### src/rtl/fir_pkg.sv
// Shared types and helpers for the parametrised time-multiplexed FIR filter.
package fir_pkg;

    typedef enum logic [1:0] {
        IDLE = 2'd0,
        MAC  = 2'd1,
        OUT  = 2'd2
    } fir_state_e;

    // Accumulator width: full product plus growth for summing TAPS products.
    function automatic int acc_w(input int data_w, input int coef_w, input int taps);
        return data_w + coef_w + $clog2(taps);
    endfunction

    function automatic logic signed [63:0] saturate(input logic signed [63:0] v,
                                                    input int              out_w);
        logic signed [63:0] max_v;
        logic signed [63:0] min_v;
        max_v = (64'sd1 <<< (out_w - 1)) - 64'sd1;
        min_v = -(64'sd1 <<< (out_w - 1));
        if (v > max_v) begin
            return max_v;
        end else if (v < min_v) begin
            return min_v;
        end else begin
            return v;
        end
    endfunction

endpackage

### src/rtl/fir_filter_param_if.sv
// Sample, result and coefficient-write handshakes of the FIR filter core.
interface fir_filter_param_if #(
    parameter int DATA_W = 8,
    parameter int COEF_W = 8,
    parameter int OUT_W  = 8,
    parameter int ADDR_W = 2
);
    logic                     in_valid;
    logic                     in_ready;
    logic signed [DATA_W-1:0] in_data;
    logic                     out_valid;
    logic                     out_ready;
    logic signed [OUT_W-1:0]  out_data;
    logic                     coef_we;
    logic [ADDR_W-1:0]        coef_addr;
    logic signed [COEF_W-1:0] coef_data;
    logic                     coef_ready;

    modport master (
        output in_valid, in_data, out_ready, coef_we, coef_addr, coef_data,
        input  in_ready, out_valid, out_data, coef_ready
    );

    modport slave (
        input  in_valid, in_data, out_ready, coef_we, coef_addr, coef_data,
        output in_ready, out_valid, out_data, coef_ready
    );
endinterface

### src/rtl/fir_mac.sv
// Registered signed multiply-accumulate shared by all taps of the FIR filter.
module fir_mac #(
    parameter int A_W   = 8,
    parameter int B_W   = 8,
    parameter int ACC_W = 18
) (
    input  logic                    clk,
    input  logic                    rst_n,
    input  logic                    clr,
    input  logic                    en,
    input  logic signed [A_W-1:0]   a,
    input  logic signed [B_W-1:0]   b,
    output logic signed [ACC_W-1:0] acc
);
    logic signed [A_W+B_W-1:0] prod_s;
    logic signed [ACC_W-1:0]   acc_r;

    assign prod_s = a * b;
    assign acc    = acc_r;

    // Accumulator: cleared at the start of each sample, sign-extended product added per tap.
    always_ff @(posedge clk or negedge rst_n) begin
        if (!rst_n) begin
            acc_r <= '0;
        end else if (clr) begin
            acc_r <= '0;
        end else if (en) begin
            acc_r <= acc_r + ACC_W'(prod_s);
        end
    end
endmodule

### src/rtl/fir_filter_param.sv
// Time-multiplexed FIR filter: one MAC reused over TAPS cycles per sample.
// Optional FIR_SATURATE_EN clamps the output instead of wrapping it.
module fir_filter_param
    import fir_pkg::*;
#(
    parameter int TAPS      = 4,
    parameter int DATA_W    = 8,
    parameter int COEF_W    = 8,
    parameter int OUT_W     = 8,
    parameter int OUT_SHIFT = 0
) (
    input  logic                clk,
    input  logic                rst_n,
    input  logic                ena,
    fir_filter_param_if.slave   bus
);
    localparam int ADDR_W = $clog2(TAPS);
    localparam int ACC_W  = acc_w(DATA_W, COEF_W, TAPS);

    fir_state_e               state_r;
    fir_state_e               state_nxt_s;
    logic [ADDR_W-1:0]        idx_r;
    logic signed [DATA_W-1:0] x_r    [TAPS];
    logic signed [COEF_W-1:0] coef_r [TAPS];
    logic signed [DATA_W-1:0] mac_a_s;
    logic signed [COEF_W-1:0] mac_b_s;
    logic signed [ACC_W-1:0]  acc_s;
    logic signed [ACC_W-1:0]  shifted_s;
    logic signed [OUT_W-1:0]  result_s;
    logic signed [OUT_W-1:0]  out_data_r;
    logic                     out_valid_r;
    logic                     idle_s;
    logic                     last_s;
    logic                     addr_ok_s;
    logic                     coef_wr_s;
    logic                     accept_s;
    logic                     mac_clr_s;
    logic                     mac_en_s;
    logic                     out_load_s;
    logic                     out_clear_s;

    assign idle_s         = ena && rst_n && (state_r == IDLE);
    assign bus.in_ready   = idle_s;
    assign bus.coef_ready = idle_s;
    assign bus.out_valid  = out_valid_r;
    assign bus.out_data   = out_data_r;

    assign last_s  = (idx_r == ADDR_W'(TAPS - 1));
    assign mac_a_s = x_r[idx_r];
    assign mac_b_s = coef_r[idx_r];

    // Out-of-range tap indices only exist when TAPS is not a power of two.
    if ((2 ** ADDR_W) > TAPS) begin : g_addr_chk
        assign addr_ok_s = (bus.coef_addr < ADDR_W'(TAPS));
    end else begin : g_addr_all
        assign addr_ok_s = 1'b1;
    end

    assign coef_wr_s = idle_s && bus.coef_we && addr_ok_s;

    assign shifted_s = acc_s >>> OUT_SHIFT;
`ifdef FIR_SATURATE_EN
    assign result_s = OUT_W'(saturate(64'(shifted_s), OUT_W));
`else
    assign result_s = OUT_W'(shifted_s);
`endif

    fir_mac #(
        .A_W   (DATA_W),
        .B_W   (COEF_W),
        .ACC_W (ACC_W)
    ) u_mac (
        .clk   (clk),
        .rst_n (rst_n),
        .clr   (mac_clr_s),
        .en    (mac_en_s),
        .a     (mac_a_s),
        .b     (mac_b_s),
        .acc   (acc_s)
    );

    // FSM state register.
    always_ff @(posedge clk or negedge rst_n) begin
        if (!rst_n) begin
            state_r <= IDLE;
        end else begin
            state_r <= state_nxt_s;
        end
    end

    // Next-state and datapath strobes; everything idles while ena is low.
    always_comb begin
        state_nxt_s = state_r;
        accept_s    = 1'b0;
        mac_clr_s   = 1'b0;
        mac_en_s    = 1'b0;
        out_load_s  = 1'b0;
        out_clear_s = 1'b0;
        if (ena) begin
            case (state_r)
                IDLE: begin
                    if (bus.in_valid) begin
                        accept_s    = 1'b1;
                        mac_clr_s   = 1'b1;
                        state_nxt_s = MAC;
                    end else begin
                        state_nxt_s = IDLE;
                    end
                end
                MAC: begin
                    mac_en_s = 1'b1;
                    if (last_s) begin
                        state_nxt_s = OUT;
                    end else begin
                        state_nxt_s = MAC;
                    end
                end
                OUT: begin
                    // First OUT cycle registers the result; later cycles wait for the consumer.
                    if (!out_valid_r) begin
                        out_load_s = 1'b1;
                    end else if (bus.out_ready) begin
                        out_clear_s = 1'b1;
                        state_nxt_s = IDLE;
                    end else begin
                        state_nxt_s = OUT;
                    end
                end
                default: begin
                    state_nxt_s = IDLE;
                end
            endcase
        end else begin
            state_nxt_s = state_r;
        end
    end

    // Delay line, coefficient file, tap index and registered result.
    always_ff @(posedge clk or negedge rst_n) begin
        if (!rst_n) begin
            for (int k = 0; k < TAPS; k++) begin
                x_r[k]    <= '0;
                coef_r[k] <= '0;
            end
            coef_r[0]   <= COEF_W'(1);
            idx_r       <= '0;
            out_valid_r <= 1'b0;
            out_data_r  <= '0;
        end else begin
            if (coef_wr_s) begin
                coef_r[bus.coef_addr] <= bus.coef_data;
            end
            if (accept_s) begin
                for (int k = TAPS - 1; k > 0; k--) begin
                    x_r[k] <= x_r[k-1];
                end
                x_r[0] <= bus.in_data;
                idx_r  <= '0;
            end
            if (mac_en_s) begin
                idx_r <= last_s ? '0 : idx_r + ADDR_W'(1);
            end
            if (out_load_s) begin
                out_valid_r <= 1'b1;
                out_data_r  <= result_s;
            end
            if (out_clear_s) begin
                out_valid_r <= 1'b0;
            end
        end
    end
endmodule

### src/flat_wrapper.sv
// flat-port wrapper written by rule: the top's interface ports become plain ports
module fir_filter_param_flat import fir_pkg::*;
#(
    parameter int TAPS      = 4,
    parameter int DATA_W    = 8,
    parameter int COEF_W    = 8,
    parameter int OUT_W     = 8,
    parameter int OUT_SHIFT = 0
)
  (clk, rst_n, ena, bus_in_valid, bus_in_data, bus_out_ready, bus_coef_we, bus_coef_addr, bus_coef_data, bus_in_ready, bus_out_valid, bus_out_data, bus_coef_ready);
  fir_filter_param_if #(.DATA_W(DATA_W), .COEF_W(COEF_W), .OUT_W(OUT_W), .ADDR_W(2)) bus_i ();
  input  logic clk;
  input  logic rst_n;
  input  logic ena;
  input wire logic [$bits(bus_i.in_valid)-1:0] bus_in_valid;
  input wire logic [$bits(bus_i.in_data)-1:0] bus_in_data;
  input wire logic [$bits(bus_i.out_ready)-1:0] bus_out_ready;
  input wire logic [$bits(bus_i.coef_we)-1:0] bus_coef_we;
  input wire logic [$bits(bus_i.coef_addr)-1:0] bus_coef_addr;
  input wire logic [$bits(bus_i.coef_data)-1:0] bus_coef_data;
  output wire logic [$bits(bus_i.in_ready)-1:0] bus_in_ready;
  output wire logic [$bits(bus_i.out_valid)-1:0] bus_out_valid;
  output wire logic [$bits(bus_i.out_data)-1:0] bus_out_data;
  output wire logic [$bits(bus_i.coef_ready)-1:0] bus_coef_ready;
  assign bus_i.in_valid = bus_in_valid;
  assign bus_i.in_data = bus_in_data;
  assign bus_i.out_ready = bus_out_ready;
  assign bus_i.coef_we = bus_coef_we;
  assign bus_i.coef_addr = bus_coef_addr;
  assign bus_i.coef_data = bus_coef_data;
  assign bus_in_ready = bus_i.in_ready;
  assign bus_out_valid = bus_i.out_valid;
  assign bus_out_data = bus_i.out_data;
  assign bus_coef_ready = bus_i.coef_ready;
  fir_filter_param #(.TAPS(TAPS), .DATA_W(DATA_W), .COEF_W(COEF_W), .OUT_W(OUT_W), .OUT_SHIFT(OUT_SHIFT)) u_core (.clk(clk), .rst_n(rst_n), .ena(ena), .bus(bus_i));
endmodule
### config.mk
export PLATFORM = sky130hd
export DESIGN_NAME = fir_filter_param_flat
export DESIGN_NICKNAME = d
export VERILOG_FILES = /design/src/rtl/fir_pkg.sv /design/src/rtl/fir_filter_param_if.sv /design/src/rtl/fir_mac.sv /design/src/rtl/fir_filter_param.sv /design/src/flat_wrapper.sv
export SDC_FILE = /design/constraint.sdc
export NUM_CORES = 1
export LEC_CHECK = 0
export ABC_AREA = 1
export CORE_MARGIN = 4
export CORE_UTILIZATION = 25
export CTS_CLUSTER_SIZE = 24
export DETAILED_ROUTE_END_ITERATION = 12
export PLACE_DENSITY = 0.37
export SLEW_MARGIN = 0
export SYNTH_ARGS = -nofsm -noshare
export SYNTH_HDL_FRONTEND = slang
export SYNTH_HIERARCHICAL = 1
export SYNTH_SLANG_ARGS = --single-unit
### constraint.sdc
create_clock -name clk -period 14.2 [get_ports clk]
set_input_delay 2.84 -clock clk [delete_from_list [all_inputs] [get_ports clk]]
set_output_delay 2.84 -clock clk [all_outputs]
set_load 0.03 [all_outputs]
## After elaboration in Yosys (flattened, before gate mapping)

Index checks and enable logic that the tools add are counted.

| cells by class | value |
|---|---|
| add/subtract/negate cells | 2 |
| $lt $le $gt $ge | 3 |
| reduce and logical (&&, ||, !) cells | 8 |
| bitwise logic cells | 2 |
| shifts and indexed selects | 0 |
| multiplexer cells | 33 |
| divide/modulo/power cells | 0 |
| equal/unequal tests | 4 |
| multipliers | 1 |

Operators by type and width:

| kind | number |
|---|---|
| 8-bit 2-to-1 mux | 5 |
| 18-bit 2-to-1 mux | 2 |
| 8-bit binary-select mux with 2-bit select | 2 |
| 32-bit bitwise mux | 1 |
| 18-bit by 16-bit adder with 18-bit output | 1 |
| 8-bit demux with 2-bit select | 1 |
| 8-bit by 8-bit multiplier with 16-bit output | 1 |
| 1-bit 2-to-1 mux | 15 |
| 2-bit 2-to-1 mux | 6 |
| 3-bit greater-or-equal comparator, second input constant | 2 |
| 2-bit inverter with 3-bit output | 2 |
| 2-bit one-hot mux with 3 select lines | 1 |
| 2-bit equality test, second input constant | 2 |
| 1-bit logical AND | 4 |
| 2-bit nonzero test | 2 |
| 3-bit by 1-bit less-than comparator with 1-bit output, second input constant | 1 |
| 2-bit by 1-bit adder with 2-bit output, second input constant | 1 |
| 2-bit by 1-bit equality test with 1-bit output, second input constant | 1 |
| 2-bit logical NOT | 1 |
| 2-bit by 1-bit inequality test with 1-bit output, second input constant | 1 |
| 2-bit AND reduction | 1 |

| storage, ports and cells | value |
|---|---|
| register bits | 95 |
| latch bits | 0 |
| input bits | 24 |
| memories kept | 0 |
| memory bits (read-only) | 0 |
| word-level logic and storage cells | 66 |
| memory bits (writable) | 0 |
| output and inout port bits | 11 |

## Depth between registers and ports, before layout

Gate-level depths: netlist (run 1).

| depth | value |
|---|---|
| depth after elaboration | 8 |
| mapped depth | 21 |
| depth with buffers taken out | 18 |

## Cells and area by module

The synthesis (run 1) kept the hierarchy.

Modules (own cells, without submodules):

| module | cells an instance | times used | area each (um^2) | seq. area each (um^2) |
|---|---|---|---|---|
| fir_mac | 525 | 1 | 4180.3 | 450.4 |
| fir_filter_param | 441 | 1 | 3616.0 | 1928.1 |

## Least setup slack after synthesis (run 1)

Ideal clock, no wire load.

| timing | value |
|---|---|
| path kind | input -> output |
| start point | input port rst_n |
| end point | output port bus_in_ready |
| stages | 4 |
| required time | 11.360 ns |
| buffers on the path | 2 |
| data arrival time | 3.501 ns |
| setup slack | 7.859 ns |
| path through | nand2_1 nor2_2 buf_4 buf_4 |

| between the ends | value |
|---|---|
| cells in the longest elaborated chain, start to end | 2 |

Ends and longest elaborated chain:

| element | line | source |
|---|---|---|
| start, declared | flat_wrapper.sv:13 | `input logic rst_n;` |
| 1-bit logical AND (2 in a row) | fir_filter_param.sv:42 | `assign idle_s = ena && rst_n && (state_r == IDLE);` |
| end, declared | flat_wrapper.sv:21 | `output wire logic [$bits(bus_i.in_ready)-1:0] bus_in_ready;` |

Every way passes these cells.

## Worst setup path in the final report (run 1)

| timing | value |
|---|---|
| start point | input port ena |
| end point | output port bus_in_ready |

| between the ends | value |
|---|---|
| cells in the longest elaborated chain, start to end | 2 |

Ends and longest elaborated chain:

| element | line | source |
|---|---|---|
| start, declared | flat_wrapper.sv:14 | `input logic ena;` |
| 1-bit logical AND (2 in a row) | fir_filter_param.sv:42 |  |

Every way passes these cells.

==> results of run 1 <==
where the power goes:
part,internal [mW],switching (mW)
registers,0.348,0.0716
logic,0.351,0.531
clock network,0.158,0.0954
total,0.857,0.698
worst register-to-register path: cells and delay by family, from the launching register on:
kind	cells	cell delay (ns)
buffers and inverters	4	0.75
flip-flops	1	0.66
AND/OR/NAND/NOR	4	0.60
AO/OA/AOI/OAI	3	1.04
adder cells (fa/ha/maj)	6	2.61
per-layer routing:
| layer | share of wire | vias to the layer above |
|---|---|---|
| met5 | 0 | - |
| met4 | 0.0081 | 0 |
| met3 | 0.038 | 5 |
| met2 | 0.47 | 66 |
| met1 | 0.48 | 1850 |
| li1 | - | 1985 |
cell type report:
class	count	area, um2
Clock buffer	11	243
Clock inverter	4	72.6
Fill cell	2165	14300
Inverter	106	398
Multi-Input combinational cell	397	2410
Sequential cell	85	2130
Tap cell	270	338
Timing Repair Buffer	40	383
layout by cell type, fill, tap and decap left out, drive strengths merged:
cell type and count:
inv 104, clkinv 3, bufinv 2, fa 26, dfstp 1, a21oi 16, or2 2, nand4 36
clkinvlp 1, nor2 24, nand2 171, o22ai 10, dfrtp 84, buf 7, nand3 7, a32o 1
a22o 1, clkbuf 11, xor2 1, clkdlybuf4s50 33, o21ai 80, ha 22
metrics by stage:
stage	instances	hold slack [ns]	setup slack, ns	utilization
floorplan	628	0.437	7.86	-
global placement	898	0.450	6.50	0.280
detailed placement	898	0.453	6.52	0.280
global route	913	0.482	6.41	0.295
CTS	913	0.469	6.51	0.295
finish	913	0.464	6.50	0.295
flip-flops by register name, indices dropped and copies added, names as in the netlist:
register,flops
u_core/coef_r,32
u_core/x_r,32
u_core/bus.out_data,8
u_core/u_mac/acc,8
u_core/idx_r,2
u_core/state_r,2
u_core/bus.out_valid,1
worst paths after layout:
kind	cells past startpoint	startpoint	slack, ns	endpoint
setup / recovery	5	ena	6.50	bus_in_ready
min in group asynchronous	1	rst_n	2.38	u_core/x_r[24]$_DFFE_PN0P_
setup reg to reg	17	u_core/idx_r[1]$_DFFE_PN0P_	8.42	u_core/u_mac/acc[7]$_DFFE_PN0P_
hold / removal	2	u_core/coef_r[18]$_DFFE_PN0P_	0.46	u_core/coef_r[18]$_DFFE_PN0P_
hold reg to reg	2	u_core/coef_r[18]$_DFFE_PN0P_	0.46	u_core/coef_r[18]$_DFFE_PN0P_
max in group asynchronous	2	rst_n	10.66	u_core/coef_r[6]$_DFFE_PN0P_
==> impl_metrics.env, run 1 <==
export IMPL_tightestPinTransition_ns=0.861
export IMPL_drive_above_1_share=0.0529
export IMPL_fmax_mhz=130
export IMPL_grt_use_total=0.119
export IMPL_placed_area_um2=5660
export IMPL_post_cts_setup_buffers=0
export IMPL_yosys_warnings=6
export IMPL_p_leak_nw=2.99
export IMPL_cp_top_family="buffers and inverters"
export IMPL_die_w_um=151
export IMPL_n_antenna_cell=0
export IMPL_setup_viol=0
export IMPL_endpoint_kind="output port"
export IMPL_rsz0062_at_grt="false"
export IMPL_fin_skew_ns=0.00390
export IMPL_cts_hold_buf=0
export IMPL_cts_buffers=9
export IMPL_grt_use_met2=0.197
export IMPL_critPathKind="primary input to output port"
export IMPL_finalHoldViolCount=0
export IMPL_setup_tns_ns=0
export IMPL_min_period_ns=7.70
export IMPL_cp_num_buf_inv=3
export IMPL_maxSlewHeadroom=0.426
export IMPL_num_vias=3906
export IMPL_fin_nets=711
export IMPL_die_area_um2=22900
export IMPL_design_area_um2=5970
export IMPL_post_dp_hpwl_um=8910
export IMPL_coreArea_um2=20200
export IMPL_syn_area_um2=5140
export IMPL_syn_nets=700
export IMPL_rows=52
export IMPL_drc=0
export IMPL_critical_path_max_fanout=34
export IMPL_cts_tree="yes"
export IMPL_antenna_found_initial=0
export IMPL_cp_arrival_ns=4.86
export IMPL_synthCells=628
export IMPL_fin_crit_sh=0.542
export IMPL_dr_pass1_iters=4
export IMPL_vias_per_cell=4.28
export IMPL_max_cap_viol_count=0
export IMPL_grt_remaining_overflow=0
export IMPL_cts_resized=0
export IMPL_crit_path_max_incr_delay_ns=0.74
export IMPL_clk_latency_ns=0.34
export IMPL_min_path_type="flop to flop"
export IMPL_clk_pin_slew_ns=0.06
export IMPL_grt_util_met3=0.0263
export IMPL_slowest_stage="clkdlybuf4s50_1"
export IMPL_drt_wl_total_um=12600
export IMPL_irDropWorstVdd_mv=0.100
export IMPL_cts_sinks=85
export IMPL_cts_buffer_depth=2
export IMPL_syn_to_final_growth_pct=16.3
export IMPL_crit_chain="clkdlybuf4s50_1 > nand2_1 > nor2_2 > buf_4 > clkdlybuf4s50_1"
export IMPL_drt_iter0_markers=205
export IMPL_status="complete, no violations"
export IMPL_grt_busiest_layer="met2"
export IMPL_cts_max_level=3
export IMPL_grt_pass1_wl_um=21000
export IMPL_initial_core_util=0.254
export IMPL_total_power_mw=1.56
export IMPL_die_y_um=151
export IMPL_crit_required_ns=11.36
export IMPL_worst_path_most_repeated_cell="clkdlybuf4s50_1"
export IMPL_place_gp_congestion=0.763
export IMPL_synth_area_per_cell_um2=8.18
export IMPL_cp_start_kind="primary input"
export IMPL_grt_max_degree=67
export IMPL_wl_per_cell_um=13.8
export IMPL_port_buffers=34
export IMPL_clock_root_buffer="clkbuf_16"
export IMPL_ant_nets=0
export IMPL_drv_slew=0
export IMPL_grtUsageMet1=0.157
export IMPL_io_pins=35
export IMPL_grt_pass1_vias=4070
export IMPL_power_density_nw_per_um2=260
Note: power is estimated with default switching activity, not from simulation.
==> run 2, diff against run 1 <==
--- a/config.mk
+++ b/config.mk
@@ -10,7 +10,7 @@
 export CORE_UTILIZATION = 25
 export CTS_CLUSTER_SIZE = 24
 export DETAILED_ROUTE_END_ITERATION = 12
-export PLACE_DENSITY = 0.37
+export PLACE_DENSITY = 0.38
 export SLEW_MARGIN = 0
 export SYNTH_ARGS = -nofsm -noshare
 export SYNTH_HDL_FRONTEND = slang
==> constraint.sdc (replaced) <==
create_clock -name clk -period 6.94 [get_ports clk]
set_input_delay 1.388 -clock clk [delete_from_list [all_inputs] [get_ports clk]]
set_output_delay 1.388 -clock clk [all_outputs]
set_load 0.03 [all_outputs]
==> run 2 against run 1 <==
  * Total power grew 100%
  * Wire length grew 3.4%
  * Critical endpoint is now u_core/u_mac/acc[7]$_DFFE_PN0P_
  * Critical path type is now flop to flop
  * Cell area shrank 0.54%
  * Worst setup slack lost 5.2 ns
==> impl_metrics.env, run 2 (synthesis gave the netlist of run 1 again) <==
export IMPL_clk_latency_ns=0.35
export IMPL_cts_max_level=3
export IMPL_drt_iter0_markers=238
export IMPL_rows=52
export IMPL_dr_pass1_iters=5
export IMPL_syn_to_final_growth_pct=15.6
export IMPL_combPwrFrac=0.573
export IMPL_grt_max_degree=71
export IMPL_critical_path_max_fanout=34
export IMPL_post_dp_hpwl_um=9700
export IMPL_fin_skew_ns=0.00753
export IMPL_slowest_stage="inv_1"
export IMPL_critPathKind="flop to flop"
export IMPL_final_common_cell="nand2_1"
export IMPL_drv_slew=0
export IMPL_setup_tns_ns=0
export IMPL_grt_pass1_wl_um=21800
export IMPL_drive_above_1_share=0.0544
export IMPL_cts_tree="yes"
export IMPL_rsz0062_at_grt="false"
export IMPL_crit_path_max_incr_delay_ns=0.66
export IMPL_cts_resized=0
export IMPL_power_density_nw_per_um2=530
export IMPL_vias_per_cell=4.35
export IMPL_total_power_mw=3.15
export IMPL_place_gp_congestion=0.761
export IMPL_crit_chain="buf_4 > inv_1 > o21ai_0 > o22ai_1 > nand2_1 > fa_1 > inv_1 > fa_1 > inv_1 > fa_1 > inv_1 > fa_1 > ha_1 > ha_1 > nand2_1 > nand3_2 > or2_2 > a32o_1"
export IMPL_endpoint_kind="flop"
export IMPL_cp_num_buf_inv=5
export IMPL_ant_nets=0
export IMPL_whs_endpoint="u_core/coef_r[9]$_DFFE_PN0P_"
export IMPL_clk_pin_slew_ns=0.08
export IMPL_timing_rr_start="u_core/idx_r[0]$_DFFE_PN0P_"
export IMPL_fmax_mhz=177
export IMPL_fin_crit_sh=0.814
export IMPL_cts_buffers=9
export IMPL_power_frac_clock=0.153
export IMPL_final_cell_mix="nand2_1 (171), inv_1 (103), dfrtp_1 (84)"
export IMPL_setup_viol=0
export IMPL_post_cts_setup_buffers=0
export IMPL_min_from="u_core/coef_r[9]$_DFFE_PN0P_"
export IMPL_tightestPinTransition_ns=0.975
export IMPL_cp_arrival_ns=5.89
export IMPL_clock_root_buffer="clkbuf_16"
export IMPL_cts_hold_buf=0
export IMPL_wl_per_cell_um=14.3
export IMPL_reg_largest_list="u_core/coef_r x32, u_core/x_r x32"
export IMPL_cp_start_kind="flop"
export IMPL_switching_power_mw=1.48
export IMPL_multi_input_area_um2=2410
export IMPL_antenna_found_initial=0
export IMPL_reg2reg_depth=18
export IMPL_min_delay_path_depth=2
export IMPL_cts_buffer_depth=2
export IMPL_finalHoldViolCount=0
export IMPL_sw_frac_of_total=0.469
export IMPL_status="complete, no violations"
export IMPL_die_w_um=151
export IMPL_n_antenna_cell=0
export IMPL_num_vias=3967
export IMPL_grt_pass1_vias=4010
export IMPL_min_period_ns=5.65
export IMPL_initial_core_util=0.254
export IMPL_cp_top_family="adder cells"
export IMPL_die_y_um=151
export IMPL_die_area_um2=22900
export IMPL_crit_required_ns=7.18
export IMPL_r2r_end="u_core/u_mac/acc[7]$_DFFE_PN0P_"
export IMPL_min_path_type="flop to flop"
export IMPL_maxSlewHeadroom=0.350
export IMPL_grt_use_total=0.124
export IMPL_seqPwrFrac=0.275
export IMPL_p_leak_nw=2.98
export IMPL_drc=0
export IMPL_max_cap_viol_count=0
export IMPL_irDropWorstVdd_mv=0.220
export IMPL_drt_wl_total_um=13100
export IMPL_layout_area_seq_um2=2130
export IMPL_r2r_slack_ns=1.29
export IMPL_fillers=2208
export IMPL_fin_nets=710
export IMPL_internal_power_mw=1.67
export IMPL_grt_remaining_overflow=0
export IMPL_port_buffers=34
export IMPL_cts_sinks=85
export IMPL_io_pins=35
export IMPL_coreArea_um2=20200
[run 2: cell count changes in the layout (fill, tap and decap cells not counted), sizes merged]
| cell | before | now |
|---|---|---|
| bufinv | 2 | 0 |
| buf | 7 | 6 |
| inv | 104 | 109 |
| clkbuf | 11 | 9 |
[run 2: power groups by stage]
stage	Clock, mW	Sequential (mW)	Combinational (mW)
after global placement	0	0.879	1.80
after detailed placement	0	0.875	1.83
after CTS	0.499	0.867	1.85
after global routing	0.517	0.898	2.16
final	0.482	0.866	1.80
after floorplan	0	0.846	1.40
[run 2: how the worst max path moves through the flow]
stage | from | end | slack, ns | cells past startpoint
6_report | u_core/idx_r[0]$_DFFE_PN0P_ | u_core/u_mac/acc[7]$_DFFE_PN0P_ | 1.29 | 18
5_1_grt | u_core/idx_r[0]$_DFFE_PN0P_ | u_core/u_mac/acc[7]$_DFFE_PN0P_ | 0.90 | 18
4_1_cts | u_core/idx_r[0]$_DFFE_PN0P_ | u_core/u_mac/acc[7]$_DFFE_PN0P_ | 1.27 | 18
3_5_place_dp | u_core/idx_r[0]$_DFFE_PN0P_ | u_core/u_mac/acc[7]$_DFFE_PN0P_ | 1.30 | 18
3_3_place_gp | u_core/idx_r[0]$_DFFE_PN0P_ | u_core/u_mac/acc[7]$_DFFE_PN0P_ | 1.45 | 18
2_1_floorplan | u_core/idx_r[0]$_DFFE_PN0P_ | u_core/u_mac/acc[7]$_DFFE_PN0P_ | 2.14 | 19
[run 2: through the flow]
| step | std cells | utilization | worst slack (ns) | area [um2] | hold WS, ns |
|---|---|---|---|---|---|
| after floorplan | 628 | - | 2.14 | 5140 | 0.437 |
| after global placement | 897 | 0.279 | 1.45 | 5650 | 0.457 |
| after detailed placement | 897 | 0.279 | 1.30 | 5650 | 0.455 |
| after CTS | 913 | 0.294 | 1.27 | 5940 | 0.475 |
| after global routing | 913 | 0.294 | 0.895 | 5940 | 0.500 |
| final | 913 | 0.294 | 1.29 | 5940 | 0.473 |
[run 2: area by class of cell]
cell class,count,area share
Timing Repair Buffer,39,0.0632
Clock inverter,7,0.0110
Multi-Input combinational cell,397,0.406
Sequential cell,85,0.358
Inverter,106,0.0670
Tap cell,270,0.0569
Clock buffer,9,0.0379
[run 2: routing by layer]
metal  wire (um)  global-route usage  vias to the layer above  share of wire
met3         561              0.0218                       17          0.043
met2        5830               0.186                       88           0.45
met5           0                   0                        -              0
li1            -                   -                     1991              -
met4         257              0.0476                        0          0.020
met1        6430               0.178                     1871           0.49
[run 2: worst min-delay path, cell delays in order, from the launching register on]
cell	delay [ns]
dfrtp_1	0.35
nand2_1	0.05
nand2_1	0.05
==> run 3, diff against run 2 <==
==> constraint.sdc (replaced) <==
create_clock -name clk -period 4.73 [get_ports clk]
set_input_delay 0.946 -clock clk [delete_from_list [all_inputs] [get_ports clk]]
set_output_delay 0.946 -clock clk [all_outputs]
set_load 0.03 [all_outputs]
==> run 3 against run 2 <==
  * Fmax grew 22%
  * Clock power grew 48%
  * Cell count grew 1.3%
  * Flip-flop and latch count is the same
  * Total power grew 54%
  * Largest cell class unchanged
  * Critical path type unchanged
  * Via count grew 0.15%
  * Critical endpoint unchanged
  * Worst setup slack lost 1.2 ns
  * Die area is the same
  * Clock skew grew 0.0024 ns
  * Largest power group unchanged
  * First-iteration DRC count grew 10%
  * Cell area grew 2.8%
  * Wire length shrank 2.8%
==> impl_metrics.env, run 3 (synthesis gave the netlist of run 1 again) <==
export IMPL_wl_met2_um=6100
export IMPL_crit_chain="inv_2 > buf_12 > o21ai_0 > o22ai_1 > buf_4 > nand2_1 > fa_1 > inv_1 > fa_1 > fa_1 > fa_1 > fa_1 > ha_1 > or2_2 > a32o_1"
export IMPL_max_cap_viol_count=0
export IMPL_io_pins=35
export IMPL_setup_tns_ns=0
export IMPL_critPathKind="flop to flop"
export IMPL_switching_power_mw=2.18
export IMPL_final_common_cell="nand2_1"
export IMPL_grt_pass1_wl_um=21700
export IMPL_num_vias=3973
export IMPL_hold_ws_ns=0.475
export IMPL_status="complete, no violations"
export IMPL_sw_frac_of_total=0.449
export IMPL_final_cell_mix="nand2_1 (170), inv_1 (101), dfrtp_1 (84)"
export IMPL_cts_buffers=9
export IMPL_slowest_stage="fa_1"
export IMPL_layout_area_seq_um2=2130
export IMPL_seqPwrFrac=0.259
export IMPL_coreArea_um2=20200
export IMPL_critical_path_max_fanout=17
export IMPL_multi_input_area_um2=2440
export IMPL_drt_wl_total_um=12700
export IMPL_min_period_ns=4.63
export IMPL_drc=0
export IMPL_combPwrFrac=0.594
export IMPL_initial_core_util=0.254
export IMPL_grt_max_degree=67
export IMPL_die_w_um=151
export IMPL_worst_path_most_repeated_cell="fa_1"
export IMPL_n_antenna_cell=0
export IMPL_fin_nets=722
export IMPL_fmax_mhz=216
export IMPL_reg_largest_list="u_core/coef_r x32, u_core/x_r x32"
export IMPL_die_y_um=151
export IMPL_dr_wl_met3_um=556
export IMPL_grt_use_total=0.121
export IMPL_grt_remaining_overflow=0
export IMPL_ant_nets=0
export IMPL_fin_skew_ns=0.00996
export IMPL_finalHoldViolCount=0
export IMPL_clk_pin_slew_ns=0.06
export IMPL_cp_top_family="adder cells"
export IMPL_cp_num_buf_inv=4
export IMPL_antenna_found_initial=0
export IMPL_fin_cells=925
export IMPL_wl_per_cell_um=13.7
export IMPL_dr_pass1_iters=4
export IMPL_fillers=2156
export IMPL_rows=52
export IMPL_power_frac_clock=0.146
export IMPL_cp_arrival_ns=4.86
export IMPL_cts_sinks=85
export IMPL_tightestPinTransition_ns=0.877
export IMPL_power_density_nw_per_um2=796
export IMPL_syn_to_final_growth_pct=18.9
export IMPL_cts_buffer_depth=2
export IMPL_timing_rr_start="u_core/idx_r[0]$_DFFE_PN0P_"
export IMPL_min_path_type="primary input to asynchronous set/reset pin"
export IMPL_crit_required_ns=4.97
export IMPL_post_dp_hpwl_um=9660
export IMPL_cts_hold_buf=0
export IMPL_drv_slew=0
export IMPL_crit_path_max_incr_delay_ns=0.57
export IMPL_internal_power_mw=2.68
export IMPL_crit_path_start="u_core/idx_r[0]$_DFFE_PN0P_"
export IMPL_rsz0062_at_grt="true"
export IMPL_top_layer="met4"
export IMPL_place_gp_congestion=0.792
export IMPL_clock_root_buffer="clkbuf_16"
export IMPL_drive_above_1_share=0.0809
export IMPL_clk_latency_ns=0.35
export IMPL_numPlacedInstances=907
export IMPL_wl_met1_um=5910
export IMPL_drt_iter0_markers=262
export IMPL_die_area_um2=22900
export IMPL_maxSlewHeadroom=0.415
export IMPL_endpoint_kind="flop"
export IMPL_final_util=0.302
export IMPL_fin_crit_sh=0.978
export IMPL_vias_per_cell=4.30
export IMPL_cp_start_kind="flop"
export IMPL_grt_pass1_vias=4021
export IMPL_port_buffers=34
export IMPL_p_leak_nw=3.06
export IMPL_setup_viol=0
export IMPL_irDropWorstVdd_mv=0.361
export IMPL_cts_max_level=3
export IMPL_cts_tree="yes"
run 3: cell types whose count changed in the layout (fill, tap and decap cells not counted), moves of 3 or more:
cell and change:
buf_4 +8, inv_2 +3, inv_6 -3, o21ai_0 -3, o21ai_1 +3
run 3: power by group through the flow:
| stage | combinational, mW | sequential [mW] | clock [mW] |
|---|---|---|---|
| 2_1_floorplan | 2.06 | 1.24 | 0 |
| 3_3_place_gp | 2.74 | 1.27 | 0 |
| 3_5_place_dp | 2.81 | 1.27 | 0 |
| 4_1_cts | 2.83 | 1.26 | 0.740 |
| 5_1_grt | 3.44 | 1.30 | 0.769 |
| 6_report | 2.89 | 1.26 | 0.712 |
run 3: cell type report:
type | instances | area share
multi-input cells | 397 | 0.400
flip-flops and latches | 85 | 0.348
repair buffers | 51 | 0.0838
inverters | 106 | 0.0651
well taps | 270 | 0.0553
clock buffers | 10 | 0.0375
clock inverters | 6 | 0.0104
run 3: per-layer routing:
layer  track usage  vias to the layer above
li1              -                     2016
met1         0.161                     1883
met2         0.199                       67
met3        0.0254                        7
met4        0.0340                        0
met5             0                        -
run 3: per-stage QoR:
| stage | worst slack, ns | cell area [um2] | total power [mW] |
|---|---|---|---|
| floorplan | 0.00271 | 5140 | 3.30 |
| global placement | 0.0411 | 5750 | 4.01 |
| detailed placement | -0.00286 | 5750 | 4.08 |
| CTS | 0.00476 | 6050 | 4.83 |
| global route | -0.114 | 6110 | 5.51 |
| finish | 0.105 | 6110 | 4.86 |
run 3: final timing paths:
path                                              endpoint  slack [ns]  depth (start not counted)
min in group clk             u_core/coef_r[24]$_DFFE_PN1P_        0.48                          2
hold / removal               u_core/state_r[1]$_DFFE_PN0P_        0.48                          1
setup / recovery           u_core/u_mac/acc[7]$_DFFE_PN0P_        0.10                         15
hold reg to reg              u_core/coef_r[24]$_DFFE_PN1P_        0.48                          2
setup reg to reg           u_core/u_mac/acc[7]$_DFFE_PN0P_        0.10                         15
max in group asynchronous    u_core/coef_r[12]$_DFFE_PN0P_        3.10                          2
run 3: repair_timing:
action,CTS,global route
gates resized for setup,2,10
pin swaps,0,3
setup endpoints to repair,1,1
buffers inserted,0,1
cloned,0,1
